==> src/rtl/fifo_ptr_pkg.sv <==
// Shared FIFO pointer helpers: address-width bounds, depth derivation and
// binary-to-Gray conversion used by both pointer domains.
package fifo_ptr_pkg;

  localparam int ADDR_W_MIN = 2;
  localparam int ADDR_W_MAX = 12;
  // Widest pointer any legal instance carries (address plus wrap bit).
  localparam int PTR_W_MAX  = ADDR_W_MAX + 1;

  // FIFO depth for a given memory address width.
  function automatic int depth_of(input int addr_w);
    return 1 << addr_w;
  endfunction

  // Binary to Gray over the low w bits; bits above w are returned as zero.
  function automatic logic [PTR_W_MAX-1:0] bin2gray(input logic [PTR_W_MAX-1:0] bin,
                                                    input int w);
    logic [PTR_W_MAX-1:0] mask;
    mask = (PTR_W_MAX'(1) << w) - PTR_W_MAX'(1);
    return (bin ^ (bin >> 1)) & mask;
  endfunction

endpackage

==> src/rtl/wptr_full_ctrl_gray2bin.sv <==
// gray2bin: combinational prefix-XOR Gray-to-binary converter, shared by the
// write-side level estimate and the read-side pointer logic.
module gray2bin #(
  parameter int W = 5
) (
  input  logic [W-1:0] gray_i,
  output logic [W-1:0] bin_o
);

  // Each binary bit is the XOR of all Gray bits at or above its position.
  always_comb begin
    bin_o = '0;
    for (int i = 0; i < W; i++) begin
      bin_o[i] = ^(gray_i >> i);
    end
  end

endmodule

==> src/rtl/wptr_full_ctrl.sv <==
// wptr_full_ctrl: write-domain pointer, registered full flag and sticky
// overflow for the asynchronous FIFO. Defining WPTR_LEVEL_EN adds a
// pessimistic fill-level estimate (wlevel) and an almost_full flag.
module wptr_full_ctrl
  import fifo_ptr_pkg::*;
#(
  parameter int ADDR_W    = 4,
  parameter int AFULL_GAP = 2
) (
  input  logic              wclk,
  input  logic              wrst_n,
  input  logic              w_en,
  input  logic [ADDR_W:0]   rptr_gray_sync,
  input  logic              ovf_clr,
  output logic              w_inc,
  output logic [ADDR_W-1:0] waddr,
  output logic [ADDR_W:0]   wptr_gray,
  output logic              full,
`ifdef WPTR_LEVEL_EN
  output logic [ADDR_W:0]   wlevel,
  output logic              almost_full,
`endif
  output logic              overflow
);

  localparam int PW    = ADDR_W + 1;
  localparam int DEPTH = depth_of(ADDR_W);

  if (ADDR_W < ADDR_W_MIN || ADDR_W > ADDR_W_MAX) begin : g_bad_addr_w
    $error("wptr_full_ctrl: ADDR_W out of range");
  end
  if (AFULL_GAP < 1 || AFULL_GAP > DEPTH - 1) begin : g_bad_gap
    $error("wptr_full_ctrl: AFULL_GAP out of range");
  end

  logic [PW-1:0] wbin_q, wbin_d;
  logic [PW-1:0] wgray_q, wgray_d;
  logic          full_q, full_d;
  logic          ovf_q, ovf_d;

  // Next pointer, its Gray form, full compare and overflow set/clear.
  always_comb begin
    w_inc   = w_en & ~full_q;
    wbin_d  = wbin_q + PW'(w_inc);
    wgray_d = PW'(bin2gray(PTR_W_MAX'(wbin_d), PW));
    // Full: write pointer one lap ahead of read, which in Gray means the
    // top two bits differ and the rest match.
    full_d  = (wgray_d == {~rptr_gray_sync[PW-1:PW-2], rptr_gray_sync[PW-3:0]});
    ovf_d   = ovf_q;
    if (ovf_clr)          ovf_d = 1'b0;
    if (w_en && full_q)   ovf_d = 1'b1;
  end

  // Pointer, Gray and flag registers; async reset clears everything.
  always_ff @(posedge wclk or negedge wrst_n) begin
    if (!wrst_n) begin
      wbin_q  <= '0;
      wgray_q <= '0;
      full_q  <= 1'b0;
      ovf_q   <= 1'b0;
    end else begin
      wbin_q  <= wbin_d;
      wgray_q <= wgray_d;
      full_q  <= full_d;
      ovf_q   <= ovf_d;
    end
  end

  assign waddr     = wbin_q[ADDR_W-1:0];
  assign wptr_gray = wgray_q;
  assign full      = full_q;
  assign overflow  = ovf_q;

`ifdef WPTR_LEVEL_EN
  localparam logic [PW-1:0] AF_THRESH = PW'(DEPTH - AFULL_GAP);

  logic [PW-1:0] rbin;
  logic [PW-1:0] wlevel_q, wlevel_d;
  logic          afull_q, afull_d;

  gray2bin #(.W(PW)) u_rptr_g2b (
    .gray_i (rptr_gray_sync),
    .bin_o  (rbin)
  );

  // Occupancy against the lagging read pointer: never under-reports.
  always_comb begin
    wlevel_d = wbin_d - rbin;
    afull_d  = (wlevel_d >= AF_THRESH);
  end

  // Level and almost-full registers.
  always_ff @(posedge wclk or negedge wrst_n) begin
    if (!wrst_n) begin
      wlevel_q <= '0;
      afull_q  <= 1'b0;
    end else begin
      wlevel_q <= wlevel_d;
      afull_q  <= afull_d;
    end
  end

  assign wlevel      = wlevel_q;
  assign almost_full = afull_q;
`endif

endmodule

==> config.mk <==
export PLATFORM = sky130hd
export DESIGN_NAME = wptr_full_ctrl
export DESIGN_NICKNAME = d
export VERILOG_FILES = /design/src/rtl/fifo_ptr_pkg.sv /design/src/rtl/wptr_full_ctrl_gray2bin.sv /design/src/rtl/wptr_full_ctrl.sv
export SDC_FILE = /design/constraint.sdc
export NUM_CORES = 1
export LEC_CHECK = 0
export ABC_AREA = 1
export BUFFER_PORTS_ARGS = -buffer_cell sky130_fd_sc_hd__buf_2
export CELL_PAD_IN_SITES_DETAIL_PLACEMENT = 1
export CELL_PAD_IN_SITES_GLOBAL_PLACEMENT = 1
export CORE_MARGIN = 3
export CORE_UTILIZATION = 33
export DETAILED_ROUTE_END_ITERATION = 8
export PLACE_DENSITY = 0.84
export SETUP_SLACK_MARGIN = 0.3
export SLEW_MARGIN = 20
export SYNTH_ARGS = -nofsm -noshare
export SYNTH_HDL_FRONTEND = slang
export SYNTH_SLANG_ARGS = --single-unit
==> constraint.sdc <==
create_clock -name wclk -period 2.1 [get_ports wclk]
set_input_delay 0.315 -clock wclk [delete_from_list [all_inputs] [get_ports wclk]]
set_output_delay 0.315 -clock wclk [all_outputs]
set_load 0.005 [all_outputs]
==> impl_metrics.csv <==
group,metric,value,unit
sta,finalCriticalPeriod,1.665,ns
cts,cts.sinks,11,
outcome,status,"finished clean",
synthesis,synth_area_leader_cell,"dfrtp_1",
sta,finalSetupTns,0,ns
synthesis,syn_area,609.3,um2
grt,grt-ovfl-total,0,
synthesis,synthFlopType,"dfrtp_1",
floorplan,die_h,48.97,um
synthesis,syn-mean-instance-area,7.913,um2
worst_setup_path,crit_path_end_kind,"register",
cts,cts_tree,"yes",
floorplan,core_area,1612,um2
sta,final.period_utilization,0.7927,
synthesis,syn-num-nets,88,
placement,place_congestion,0.7626,
synthesis,synthAdderAreaFrac,0.04107,
cts,cts_buffers,3,
layout,layout-drive-gt1-share,0.3495,
pwr,ir_drop,0.7595,mV
layout,fillers,210,
layout,stdcell_count,127,
sta,finalClockSkew,0.007174,ns
placement,hpwl,1253,um
floorplan,start_util,0.3781,
worst_hold_path,hp-start,"ovf_clr",
detailed_routing,detail-route-antenna-nets,0,
detailed_routing,vias_per_cell,4.843,
worst_setup_path,rr_startpoint,"full",
synthesis,async_reset_ff_frac,1.000,
synthesis,synth.area.top_cells,"dfrtp_1 45%, nand2_1 20%, inv_1 4.9%",
synthesis,synth_top_family_by_area,"simple AND/OR/NAND/NOR gates",
placement,numPortBuffers,20,
sta,final-setup-viol-count,0,
synthesis,yosys.area_share.simple,0.3491,
worst_setup_path,worstReg2RegEnd,"full",
synthesis,muxShareOfSynthArea,0,
sta,max_freq,600.7,MHz
synthesis,synth-seq-cells,11,
synthesis,yosysSeqAreaShare,0.4517,
grt,grt_pass1_wl,2649,um
detailed_routing,routed_wirelength,1619,um
synthesis,synth_most_common_cell,"nand2_1",
worst_hold_path,hold_path_end,"overflow",
detailed_routing,avgRoutedWirePerCell,12.75,um
floorplan,die_w,48.97,um
pwr,finalPower,1.333,mW
cts,cts-root-buf,"clkbuf_4",
worst_setup_path,crit_path_start_kind,"register",
grt,grt_max_degree,12,
synthesis,synth-compound-area-share,0.008214,
job,cap_violations,0,
layout,final_util,0.5031,
grt,grtUsageTotal,0.1414,
detailed_routing,first_iter_violations,5,
detailed_routing,dr_total_vias,615,
worst_hold_path,hold_path_class,"in2reg",
detailed_routing,drt_first_pass_iters,4,
grt,antenna_found_initial,0,
floorplan,dieArea,2398,um2
cts,clock_path_buffers,2,
worst_setup_path,r2r_cells,11,
worst_setup_path,worstPathMaxFanout,5,
layout,syn2layout_area_growth,33.06,%
layout,nets,115,
pwr,power.leakage,0.4406,nW
synthesis,synth-warning-count,0,
floorplan,fp-row-count,14,
worst_setup_path,worstSetupPathType,"reg2reg",
floorplan,io_pins,21,
cts,clk_pin_slew,0.08,ns
placement,placed_cells,120,
cts,h-tree-depth,1,
synthesis,yosys-top-cells-count,"32 x nand2_1, 11 x dfrtp_1, 8 x inv_1",
worst_setup_path,r2r_slack,0.44,ns
worst_setup_path,crit_arrival,1.87,ns
synthesis,synth_top_cell_area_share,0.4517,
worst_hold_path,hold_depth,2,
pwr,power_density,1644,nW/um2
cts,clk_latency,0.27,ns
synthesis,syn-instance-count,77,
synthesis,ys_types,17,
sta,grt_setup_unrepaired,"false",
synthesis,synth-xor-area-share,0.06982,
layout,diodes,0,
sta,maxSlewHeadroom,0.8015,
sta,worstMarginPinSlew,0.2978,ns
worst_setup_path,worst_ep_required_time,2.31,ns
sta,maxSlewViolCount,0,
grt,grt_pass1_vias,622,
sta,hold_viol,0,
synthesis,synth_edf_count,0,
detailed_routing,drc,0,
## worst max-delay path: stages, from the launching register on
cell	delay [ns]
dfrtp_1	0.41
nor2_2	0.15
ha_4	0.18
ha_4	0.15
nand3_1	0.10
nand2_1	0.12
nand2_2	0.10
nand2_1	0.10
nand3_1	0.08
nand2_1	0.08
nand2_1	0.05
nor2_1	0.08
## per-layer routing
layer	part of all wire	up-vias	wire [um]	global-route usage
li1	-	289	-	-
met1	0.39	308	638	0.1461
met2	0.57	16	922	0.2805
met3	0.024	2	39	0.01835
met4	0.012	0	19	0.05687
met5	0	-	0	0
## flip-flops by register name, summed over array words and instances (netlist names)
| register | cells |
|---|---|
| wbin_q | 5 |
| full | 1 |
| overflow | 1 |
| wptr_gray | 4 |
## report_power, final
group	leakage, nW	total (mW)	internal [mW]	switching (mW)
registers	0.134	0.409	0.313	0.0966
clock network	0.0177	0.144	0.0704	0.0737
logic	0.288	0.779	0.344	0.435
## through the flow
stage	cell area [um2]	hold WS, ns	setup slack, ns
finish	810.8	0.2517	0.4353
CTS	775.7	0.2446	0.3165
floorplan	609.3	0.01941	0.4325
detailed placement	728.2	0.1939	0.1993
global route	810.8	0.2458	0.2929
global placement	728.2	0.1913	0.3145
## cells in the final DEF (no fill, tap or decap), drive strengths merged, types with 2 or more instances in the layout
master / instances
buf: 22
clkbuf: 3
dfrtp: 11
ha: 2
inv: 10
nand2: 34
nand3: 5
nand4: 4
nor2: 4
xnor2: 2
xor2: 2
## final cells by class
cell class	instances	area [um2]	area share
Multi-Input combinational cell	55	315.3	0.3889
Timing Repair Buffer	23	125.1	0.1543
Clock inverter	1	5.005	0.006173
Sequential cell	11	275.3	0.3395
Clock buffer	3	22.52	0.02778
Tap cell	24	30.03	0.03704
Inverter	10	37.54	0.04630
## kinds of logic after synthesis
group,count (synthesis)
compound gates,1
fa+ha+maj,2
simple gates,48
flops,11
xor+xnor,4
buf+inv,11
## timing repair
item                                    in CTS  in global routing
endpoints found under the setup margin       1                  1
setup buffers                                0                  2
gates resized for setup                      4                  2
pin swaps                                    1                  3
hold buffers                                 1                  0
hold endpoints to repair                    11                  0
## worst max path at each step
stage,startpoint,endpoint,depth (start not counted)
detailed placement,w_en,full,13
floorplan,full,full,10
CTS,full,full,10
finish,full,full,11
global placement,w_en,full,12
global route,full,full,11
(Power assumes the default switching activity.)
